## src/rtl/clk_ratio_sched_if.sv

```systemverilog
// Config handshake bundle for clk_ratio_sched.
// The host offers a new half-period ratio on cfg_valid/cfg_ratio.
// The scheduler answers with cfg_ready.
interface clk_ratio_sched_if #(
  parameter int RATIO_W = 8
) ();
  logic               cfg_valid;
  logic [RATIO_W-1:0] cfg_ratio;
  logic               cfg_ready;

  modport master (output cfg_valid, output cfg_ratio, input cfg_ready);
  modport slave  (input cfg_valid, input cfg_ratio, output cfg_ready);
endinterface

```

## src/rtl/clk_ratio_sched.sv

```systemverilog
// clk_ratio_sched: run/stop and ratio controller for the divided slow clock.
//
// clock_slower toggles every active_ratio cycles of original_clock, so one slow
// period lasts 2*active_ratio cycles. tick marks each toggle.
// Ratio changes (SWITCH) and stops (STOP) are deferred to the next 1->0 edge of
// clock_slower. As a result, the slow domain only ever sees complete periods.
//
// Optional build macro CLK_RATIO_SCHED_STATS_EN adds period_cnt. period_cnt is a
// 32-bit count of completed slow periods.
module clk_ratio_sched #(
  parameter int RATIO_W       = 8,
  parameter int DEFAULT_RATIO = 5
) (
  input  logic               original_clock,
  input  logic               reset_in,
  input  logic               run_req,
  clk_ratio_sched_if.slave   cfg,
  output logic [RATIO_W-1:0] active_ratio,
  output logic               clock_slower,
  output logic               tick,
  output logic               busy,
  output logic               cfg_err
`ifdef CLK_RATIO_SCHED_STATS_EN
  ,
  output logic [31:0]        period_cnt
`endif
);

  typedef enum logic [1:0] {
    IDLE   = 2'd0,
    RUN    = 2'd1,
    SWITCH = 2'd2,
    STOP   = 2'd3
  } state_e;

  localparam logic [RATIO_W-1:0] RATIO_ZERO = {RATIO_W{1'b0}};
  localparam logic [RATIO_W-1:0] RATIO_ONE  = RATIO_W'(1);
  localparam logic [RATIO_W-1:0] RATIO_DEF  = RATIO_W'(DEFAULT_RATIO);

  state_e             state_q, state_d;
  logic [RATIO_W-1:0] cnt_q, cnt_d;
  logic [RATIO_W-1:0] ratio_q, ratio_d;
  logic [RATIO_W-1:0] pending_q, pending_d;
  logic               clk_slow_q, clk_slow_d;
  logic               tick_q, tick_d;
  logic               busy_q, busy_d;
  logic               err_q, err_d;

  logic               cfg_ready_s;
  logic               xfer_s;
  logic               xfer_ok_s;
  logic               xfer_bad_s;
  logic               toggle_s;
  logic               boundary_s;

  // Config is accepted only in IDLE and RUN, so a pending ratio can never be overwritten.
  assign cfg_ready_s = (state_q == IDLE) || (state_q == RUN);
  assign xfer_s      = cfg.cfg_valid & cfg_ready_s;
  assign xfer_ok_s   = xfer_s & (cfg.cfg_ratio != RATIO_ZERO);
  assign xfer_bad_s  = xfer_s & (cfg.cfg_ratio == RATIO_ZERO);
  // cnt never exceeds ratio-1, so an equality compare is enough to find the toggle cycle.
  assign toggle_s    = (state_q != IDLE) && (cnt_q == (ratio_q - RATIO_ONE));
  assign boundary_s  = toggle_s & clk_slow_q;

  // Half-period counter, clock toggle and tick, plus the state/ratio/error next-state logic.
  always_comb begin
    state_d    = state_q;
    cnt_d      = cnt_q;
    clk_slow_d = clk_slow_q;
    tick_d     = 1'b0;
    ratio_d    = ratio_q;
    pending_d  = pending_q;

    if (xfer_bad_s) begin
      err_d = 1'b1;
    end else begin
      err_d = err_q;
    end

    if (state_q == IDLE) begin
      cnt_d      = RATIO_ZERO;
      clk_slow_d = 1'b0;
    end else if (toggle_s) begin
      cnt_d      = RATIO_ZERO;
      clk_slow_d = ~clk_slow_q;
      tick_d     = 1'b1;
    end else begin
      cnt_d = cnt_q + RATIO_ONE;
    end

    case (state_q)
      IDLE: begin
        // A ratio accepted together with run_req already governs the first period.
        if (xfer_ok_s) begin
          ratio_d = cfg.cfg_ratio;
        end else begin
          ratio_d = ratio_q;
        end
        if (run_req) begin
          state_d = RUN;
        end else begin
          state_d = IDLE;
        end
      end
      RUN: begin
        // A ratio change outranks a stop request; SWITCH re-evaluates run_req at the boundary.
        if (xfer_ok_s) begin
          pending_d = cfg.cfg_ratio;
          state_d   = SWITCH;
        end else if (!run_req) begin
          state_d = STOP;
        end else begin
          state_d = RUN;
        end
      end
      SWITCH: begin
        if (boundary_s) begin
          ratio_d   = pending_q;
          pending_d = RATIO_ZERO;
          state_d   = run_req ? RUN : IDLE;
        end else begin
          state_d = SWITCH;
        end
      end
      STOP: begin
        // run_req returning before the falling edge simply resumes; the count never paused.
        if (run_req) begin
          state_d = RUN;
        end else if (boundary_s) begin
          state_d = IDLE;
        end else begin
          state_d = STOP;
        end
      end
      default: begin
        state_d = IDLE;
      end
    endcase

    busy_d = (state_d != IDLE);
  end

  // State and output registers with synchronous reset that also drops any pending ratio.
  always_ff @(posedge original_clock) begin
    if (reset_in) begin
      state_q    <= IDLE;
      cnt_q      <= RATIO_ZERO;
      ratio_q    <= RATIO_DEF;
      pending_q  <= RATIO_ZERO;
      clk_slow_q <= 1'b0;
      tick_q     <= 1'b0;
      busy_q     <= 1'b0;
      err_q      <= 1'b0;
    end else begin
      state_q    <= state_d;
      cnt_q      <= cnt_d;
      ratio_q    <= ratio_d;
      pending_q  <= pending_d;
      clk_slow_q <= clk_slow_d;
      tick_q     <= tick_d;
      busy_q     <= busy_d;
      err_q      <= err_d;
    end
  end

  assign cfg.cfg_ready = cfg_ready_s;
  assign active_ratio  = ratio_q;
  assign clock_slower  = clk_slow_q;
  assign tick          = tick_q;
  assign busy          = busy_q;
  assign cfg_err       = err_q;

`ifdef CLK_RATIO_SCHED_STATS_EN
  logic [31:0] pcnt_q, pcnt_d;

  // Completed-period counter; boundaries never occur in IDLE, so it holds there.
  always_comb begin
    if (boundary_s) begin
      pcnt_d = pcnt_q + 32'd1;
    end else begin
      pcnt_d = pcnt_q;
    end
  end

  // Period counter register.
  always_ff @(posedge original_clock) begin
    if (reset_in) begin
      pcnt_q <= 32'd0;
    end else begin
      pcnt_q <= pcnt_d;
    end
  end

  assign period_cnt = pcnt_q;
`endif

endmodule
```

## src/flat_wrapper.sv

```systemverilog
// flat-port wrapper written by rule: the top's interface ports become plain ports
module clk_ratio_sched_flat 
#(
  parameter int RATIO_W       = 8,
  parameter int DEFAULT_RATIO = 5
)
  (original_clock, reset_in, run_req, active_ratio, clock_slower, tick, busy, cfg_err, cfg_cfg_valid, cfg_cfg_ratio, cfg_cfg_ready);
  clk_ratio_sched_if #(.RATIO_W(RATIO_W)) cfg_i ();
  input  logic original_clock;
  input  logic reset_in;
  input  logic run_req;
  output logic [RATIO_W-1:0] active_ratio;
  output logic clock_slower;
  output logic tick;
  output logic busy;
  output logic cfg_err;
  input wire logic [$bits(cfg_i.cfg_valid)-1:0] cfg_cfg_valid;
  input wire logic [$bits(cfg_i.cfg_ratio)-1:0] cfg_cfg_ratio;
  output wire logic [$bits(cfg_i.cfg_ready)-1:0] cfg_cfg_ready;
  assign cfg_i.cfg_valid = cfg_cfg_valid;
  assign cfg_i.cfg_ratio = cfg_cfg_ratio;
  assign cfg_cfg_ready = cfg_i.cfg_ready;
  clk_ratio_sched #(.RATIO_W(RATIO_W), .DEFAULT_RATIO(DEFAULT_RATIO)) u_core (.original_clock(original_clock), .reset_in(reset_in), .run_req(run_req), .cfg(cfg_i), .active_ratio(active_ratio), .clock_slower(clock_slower), .tick(tick), .busy(busy), .cfg_err(cfg_err));
endmodule
```

## config.mk

```make
export PLATFORM = sky130hd
export DESIGN_NAME = clk_ratio_sched_flat
export DESIGN_NICKNAME = d
export VERILOG_FILES = /design/src/rtl/clk_ratio_sched_if.sv /design/src/rtl/clk_ratio_sched.sv /design/src/flat_wrapper.sv
export SDC_FILE = /design/constraint.sdc
export NUM_CORES = 1
export LEC_CHECK = 0
export BUFFER_PORTS_ARGS = -buffer_cell sky130_fd_sc_hd__buf_2
export CAP_MARGIN = 40
export CELL_PAD_IN_SITES_DETAIL_PLACEMENT = 1
export CELL_PAD_IN_SITES_GLOBAL_PLACEMENT = 1
export CORE_MARGIN = 2
export CORE_UTILIZATION = 43
export CTS_CLUSTER_DIAMETER = 120
export DETAILED_ROUTE_END_ITERATION = 16
export MAX_ROUTING_LAYER = met4
export PLACE_DENSITY_LB_ADDON = 0.2
export SYNTH_ARGS = -nofsm -noshare
export SYNTH_HDL_FRONTEND = slang
export SYNTH_SLANG_ARGS = --single-unit
```

## constraint.sdc

```tcl
create_clock -name original_clock -period 3.4 [get_ports original_clock]
set_input_delay 0.17 -clock original_clock [delete_from_list [all_inputs] [get_ports original_clock]]
set_output_delay 0.17 -clock original_clock [all_outputs]
set_load 0.005 [all_outputs]
```

==> flow_summary_export.csv, run 1 <==
group,metric,value,unit
clock_network,cts_resized,0,
layout,nNetsFinal,244,
drt,vias_per_cell,5.516,
layout,n_antenna_cell,0,
power_and_ir_drop,vdd_drop_max,176.0,µV
grt,grt_max_degree,37,
clock_network,cts_hold_buf,0,
floorplan,dieHeight,69.34,µm
drt,postRouteAntennaNets,0,
sta,max_freq,0.3861,GHz
sta,finalWorstSetupSlack,0.8102,ns
worst_setup_path,critPathKind,"reg -> reg",
sta,worstMarginPinSlew,0.6562,ns
sta,relSlewSlack,0.5585,
floorplan,dieArea,4807,µm²
worst_setup_path,slowest_delay,0.45,ns
floorplan,initial_core_util,0.4524,
synthesis,netlist_area,1836,µm²
sta,clock-skew-final,0.004846,ns
clock_network,path_clk_slew,0.06,ns
synthesis,synth.yosys.seq_area_share,0.3272,
clock_network,root_buffer,"clkbuf_8",
synthesis,syn_nets,222,
min_path,hp-class,"in -> reg",
synthesis,synth_cell_types,51,
synthesis,post_synth.cell_area_avg,8.998,µm²
place,place_hpwl,3421,µm
clock_network,cts_buffer_depth,2,
layout,drive_gt1_frac,0.2467,
drt,vias,1528,
grt,overflow,0,
flow_run,drv_cap,0,
synthesis,ys.flop_type,"dfxtp_1",
sta,finalSetupTns,0,ns
worst_setup_path,crit_required,3.57,ns
layout,final_util,0.5159,
floorplan,die_w,69.34,µm
outcome,status,"finished clean",
synthesis,yosys_warnings,0,
sta,report.final.hold_viol_count,0,
place,dp_worst_setup_slack,0.8145,ns
place,portBuffers,24,
clock_network,cts_buffers,5,
clock_network,clock_latency,0.28,ns
sta,period_share,0.7617,
floorplan,num_rows,23,
sta,setup_viol,0,
grt,grt_antenna_before_repair,0,
sta,fin_crit,2.590,ns
clock_network,htreeDepth,2,
worst_setup_path,crit_chain,"inv_1, ha_1, nor3b_2, and3_4, o211a_4, o32a_4, a21oi_4, mux2_4",
worst_setup_path,cp_slowest_cell,"dfxtp_1",
worst_setup_path,end_kind,"register",
clock_network,postCtsSetupRepairBufs,0,
drt,routed_wl,4469,µm
synthesis,synth_edf_count,0,
clock_network,cts_tree,"yes",
synthesis,synth-seq-cells,30,
clock_network,clock-sinks,30,
floorplan,pin_count,25,
synthesis,synth_cells,204,
grt,grt_pass1_vias,1637,
worst_setup_path,worstPathMaxFanout,8,
worst_setup_path,crit_arrival,2.76,ns
layout,area_delta_synth_final,14.04,%
floorplan,core_area,4058,µm²
grt,track_usage,0.2064,
power_and_ir_drop,leakagePower,0.8423,nW
sta,finalMaxSlewViolations,0,
grt,grt_pass1_wl,7741,µm
drt,wl_per_cell,16.13,µm
place,routabilityCongestion,0.8976,
synthesis,synthArstFlopShare,0,
drt,firstDrtPassIters,4,
drt,drc,0,
layout,fill_cells,492,
drt,drt_iter0_markers,38,
worst_setup_path,start_kind,"register",
sta,rsz0062_at_grt,"false",
power_and_ir_drop,power.density,447.1,nW/µm²
-- worst max-delay path, delay by kind of cell (launching register included) --
family          cells  cell delay, ns
buf+inv             1            0.08
flops               1            0.45
compound gates      3            0.99
simple gates        2            0.38
mux                 1            0.34
fa+ha+maj           1            0.22
-- per-layer routing --
metal | vias up | GRT usage | routed length [µm]
met1 | 728 | 0.2359 | 1986
met4 | 0 | 0.08932 | 108
met5 | - | - | 0
li1 | 761 | - | -
met2 | 28 | 0.3440 | 2189
met3 | 11 | 0.04942 | 185
-- flip-flops by register name (all words and copies together) (netlist names) --
signal,count
u_core.active_ratio,8
u_core.cnt_q,8
u_core.pending_q,8
u_core.state_q,2
u_core.busy,1
u_core.cfg_err,1
u_core.clock_slower,1
u_core.tick,1
-- worst paths after layout --
path	from	end	slack [ns]	cells past startpoint
setup reg to reg	u_core.active_ratio[0]	u_core.active_ratio[7]	0.81	8
hold / removal	cfg_cfg_ratio[7]	u_core.pending_q[7]	0.17	3
setup / recovery	u_core.active_ratio[0]	u_core.active_ratio[7]	0.81	8
hold reg to reg	u_core.cfg_err	u_core.cfg_err	0.47	2
-- kinds of logic (layout without fill, tap and decap cells) --
| logic type | after synthesis | count (layout) | share of synthesized area |
|---|---|---|---|
| simple gates | 76 | 76 | 0.2318 |
| compound gates | 38 | 38 | 0.1895 |
| flops | 30 | 30 | 0.3272 |
| buf+inv | 27 | 50 | 0.05589 |
| mux | 14 | 14 | 0.09271 |
| xor+xnor | 13 | 13 | 0.06203 |
| fa+ha+maj | 6 | 6 | 0.04090 |
-- cells in the mapped netlist, types with 2 or more instances --
| master | instances | share of area |
|---|---|---|
| a211oi_1 | 2 | 0.0082 |
| a21oi_1 | 4 | 0.011 |
| a31oi_1 | 3 | 0.010 |
| and3_1 | 2 | 0.0068 |
| clkbuf_1 | 8 | 0.016 |
| dfxtp_1 | 30 | 0.33 |
| ha_1 | 6 | 0.041 |
| inv_1 | 18 | 0.037 |
| mux2_4 | 6 | 0.049 |
| mux2i_1 | 8 | 0.044 |
| nand2_1 | 8 | 0.016 |
| nand2b_1 | 8 | 0.027 |
| nand3_1 | 4 | 0.011 |
| nand4_1 | 3 | 0.010 |
| nor2_1 | 27 | 0.055 |
| nor2b_1 | 6 | 0.020 |
| nor4_1 | 3 | 0.010 |
| o21ai_0 | 4 | 0.011 |
| o31a_1 | 2 | 0.0095 |
| o32ai_1 | 8 | 0.038 |
| or2_2 | 2 | 0.0068 |
| or4_4 | 2 | 0.012 |
| xnor2_1 | 7 | 0.033 |
| xor2_1 | 6 | 0.029 |
-- power breakdown --
part           switching [mW]  internal, mW
clock network           0.131         0.204
logic                   0.106        0.0921
registers              0.0277         0.374
-- per-stage QoR --
| stage | hold WS (ns) | total power, mW | instances | cell area [µm²] |
|---|---|---|---|---|
| 6_report | 0.1748 | 0.9359 | 277 | 2093 |
| 2_1_floorplan | 0.3212 | 0.5511 | 204 | 1836 |
| 3_3_place_gp | 0.4458 | 0.5989 | 269 | 1983 |
| 5_1_grt | 0.1807 | 0.9855 | 277 | 2093 |
| 3_5_place_dp | 0.4586 | 0.6097 | 269 | 1983 |
| 4_1_cts | 0.1633 | 0.9509 | 277 | 2093 |
-- final cells by class --
cell class | instances | area (µm²) | share of cell area
inverters | 18 | 67.56 | 0.03228
flip-flops and latches | 30 | 600.6 | 0.2869
multi-input cells | 147 | 1132 | 0.5409
well taps | 50 | 62.56 | 0.02989
repair buffers | 24 | 120.1 | 0.05738
clock buffers | 8 | 110.1 | 0.05260
-- cells in the final DEF (no fill, tap or decap), types with 4 or more instances in the layout --
cell type  instances
xnor2_1            7
dfxtp_1           30
a21oi_1            4
mux2_4             6
nor2b_1            6
o32ai_1            8
nand3_1            4
ha_1               6
mux2i_1            8
inv_1             18
nand2_1            8
nand2b_1           8
nor2_1            27
o21ai_0            4
xor2_1             6
clkbuf_8           8
buf_2             24
Power figures use the tool's default switching activity.
==> inputs of run 2 (changes only) <==
==> constraint.sdc (replaced) <==
create_clock -name original_clock -period 2.57 [get_ports original_clock]
set_input_delay 0.1285 -clock original_clock [delete_from_list [all_inputs] [get_ports original_clock]]
set_output_delay 0.1285 -clock original_clock [all_outputs]
set_load 0.005 [all_outputs]
==> run 2 against run 1 <==
Worst hold slack lost 0.041 ns. Die area did not move. Fmax grew 7.9%. Count of clock-buffer cells in the layout shrank 1. Clock power up 16%. Sequential power up 32%. Global-route usage fell by 0.78 points. Via count fell by 0.20%. Power grew 28%. Clock skew about the same. First-iteration DRC count increased by 110%.
==> flow_summary_export.csv, run 2 (synthesis gave the netlist of run 1 again) <==
group,metric,value,unit
outcome,status,"finished clean",
clock_network,clock_latency,0.28,ns
worst_setup_path,rrSetupSlack,0.17,ns
layout,fill_cells,495,
clock_network,htreeDepth,2,
layout,final-instance-count-excl-fill,282,
floorplan,pin_count,25,
sta,setup_viol,0,
power_and_ir_drop,p_clk_frac,0.322,
worst_setup_path,slowest_delay,0.40,ns
power_and_ir_drop,pwr-share-comb,0.238,
worst_setup_path,ff2ff_path_depth,9,
clock_network,cts_tree,"yes",
clock_network,clock-sinks,30,
drt,routed_wl,4410,µm
drt,firstDrtPassIters,4,
layout,drive_gt1_frac,0.2672,
floorplan,core_area,4058,µm²
sta,worstMarginPinSlew,0.5801,ns
power_and_ir_drop,power.density,561.7,nW/µm²
sta,report.final.hold_viol_count,0,
layout,regArea,601.8,µm²
sta,fin_crit,2.401,ns
place,portBuffers,24,
grt,grt_antenna_before_repair,0,
min_path,min_from,"cfg_cfg_ratio[5]",
grt,track_usage,0.1986,
layout,area_delta_synth_final,16.56,%
power_and_ir_drop,power.switching,0.3554,mW
sta,finalMaxSlewViolations,0,
worst_setup_path,worst_r2r_endpoint,"u_core.active_ratio[1]",
power_and_ir_drop,power.internal,0.8464,mW
layout,n_antenna_cell,0,
worst_setup_path,crit_chain,"inv_1, ha_1, nor3b_2, and3_4, o211a_4, o32a_4, a21oi_4, buf_12, mux2_4",
layout,multi_input_area,1146,µm²
drt,wl_per_cell,15.64,µm
sta,finalWorstSetupSlack,0.1689,ns
floorplan,num_rows,23,
worst_setup_path,start_kind,"register",
min_path,hold_end,"u_core.pending_q[5]",
power_and_ir_drop,leakagePower,0.8639,nW
sta,max_freq,0.4165,GHz
worst_setup_path,r2r-start,"u_core.active_ratio[1]",
sta,period_share,0.9343,
drt,postRouteAntennaNets,0,
worst_setup_path,critPathKind,"reg -> reg",
worst_setup_path,worstPathMaxFanout,8,
drt,vias_per_cell,5.408,
flow_run,drv_cap,0,
worst_setup_path,crit_required,2.74,ns
grt,grt_pass1_vias,1598,
sta,clock-skew-final,0.005003,ns
place,dpl.cell_count,273,
floorplan,dieArea,4807,µm²
worst_setup_path,end_kind,"register",
worst_setup_path,crit_arrival,2.57,ns
layout,nNetsFinal,249,
grt,grt_max_degree,37,
floorplan,initial_core_util,0.4524,
floorplan,dieHeight,69.34,µm
clock_network,path_clk_slew,0.06,ns
place,dp_worst_setup_slack,0.04284,ns
sta,relSlewSlack,0.6132,
drt,vias,1525,
grt,grt_pass1_wl,7472,µm
worst_setup_path,cp_slowest_cell,"o32a_4",
clock_network,cts_hold_buf,0,
power_and_ir_drop,pwr-share-seq,0.441,
grt,overflow,0,
min_path,hp-class,"in -> reg",
layout,final_cell_mix,"dfxtp_1 (29), nor2_1 (27), buf_2 (24)",
drt,drt_iter0_markers,78,
power_and_ir_drop,swShare,0.2957,
floorplan,die_w,69.34,µm
drt,drc,0,
clock_network,root_buffer,"clkbuf_8",
clock_network,cts_buffers,5,
place,place_hpwl,3345,µm
sta,finalSetupTns,0,ns
power_and_ir_drop,vdd_drop_max,314.2,µV
min_path,whs_path_depth,3,
place,routabilityCongestion,0.8483,
clock_network,cts_buffer_depth,2,
layout,final_common_cell,"dfxtp_1",
sta,rsz0062_at_grt,"false",
## run 2: power by group through the flow
stage                     logic, mW  clock network (mW)  registers, mW
after detailed placement      0.271                   0          0.539
final                         0.286               0.387          0.530
after global placement        0.261                   0          0.535
after floorplan               0.196                   0          0.533
after CTS                     0.273               0.399          0.529
after global routing          0.311               0.425          0.535
## run 2: metal layers
layer | vias up | wire (µm) | GRT usage
met4 | 0 | 52 | 0.07625
met2 | 20 | 2162 | 0.3291
met5 | - | 0 | -
met1 | 727 | 2072 | 0.2341
li1 | 771 | - | -
met3 | 7 | 123 | 0.04506
## run 2: critical path, delay by kind of cell (launching register included)
kind	cells	cell delay [ns]
compound gates	3	0.83
fa+ha+maj	1	0.20
buf+inv	2	0.21
flops	1	0.37
mux	1	0.29
simple gates	2	0.38
## run 2: timing repair
action                     4_1_cts  5_1_grt
buffers inserted                 0        1
gates resized for setup          0        3
setup endpoints to repair        0       15
## run 2: area by class of cell
type                       count  share of cell area
inverter                      18             0.03158
sequential                    30              0.2813
clock inverter                 1            0.002339
timing repair buffer          29             0.07953
tap                           50             0.02924
clock buffer                   7             0.04035
multi-input combinational    147              0.5357
## run 2: worst max path at each step
stage                      startpoint                      to  depth (start not counted)
2_1_floorplan  u_core.active_ratio[0]  u_core.active_ratio[1]                          8
3_3_place_gp   u_core.active_ratio[1]  u_core.active_ratio[7]                          8
3_5_place_dp   u_core.active_ratio[1]  u_core.active_ratio[7]                          8
4_1_cts        u_core.active_ratio[1]  u_core.active_ratio[7]                          8
5_1_grt        u_core.active_ratio[1]     u_core.pending_q[1]                          9
6_report       u_core.active_ratio[1]  u_core.active_ratio[1]                          9
## run 2: stage by stage
step | util | total power, mW | hold WS [ns] | cell area (µm²)
after floorplan | - | 0.7291 | 0.2797 | 1836
after global placement | 0.4961 | 0.7961 | 0.4130 | 2013
after detailed placement | 0.4961 | 0.8097 | 0.4261 | 2013
after CTS | 0.5187 | 1.201 | 0.1222 | 2105
after global routing | 0.5273 | 1.270 | 0.1297 | 2140
final | 0.5273 | 1.202 | 0.1342 | 2140
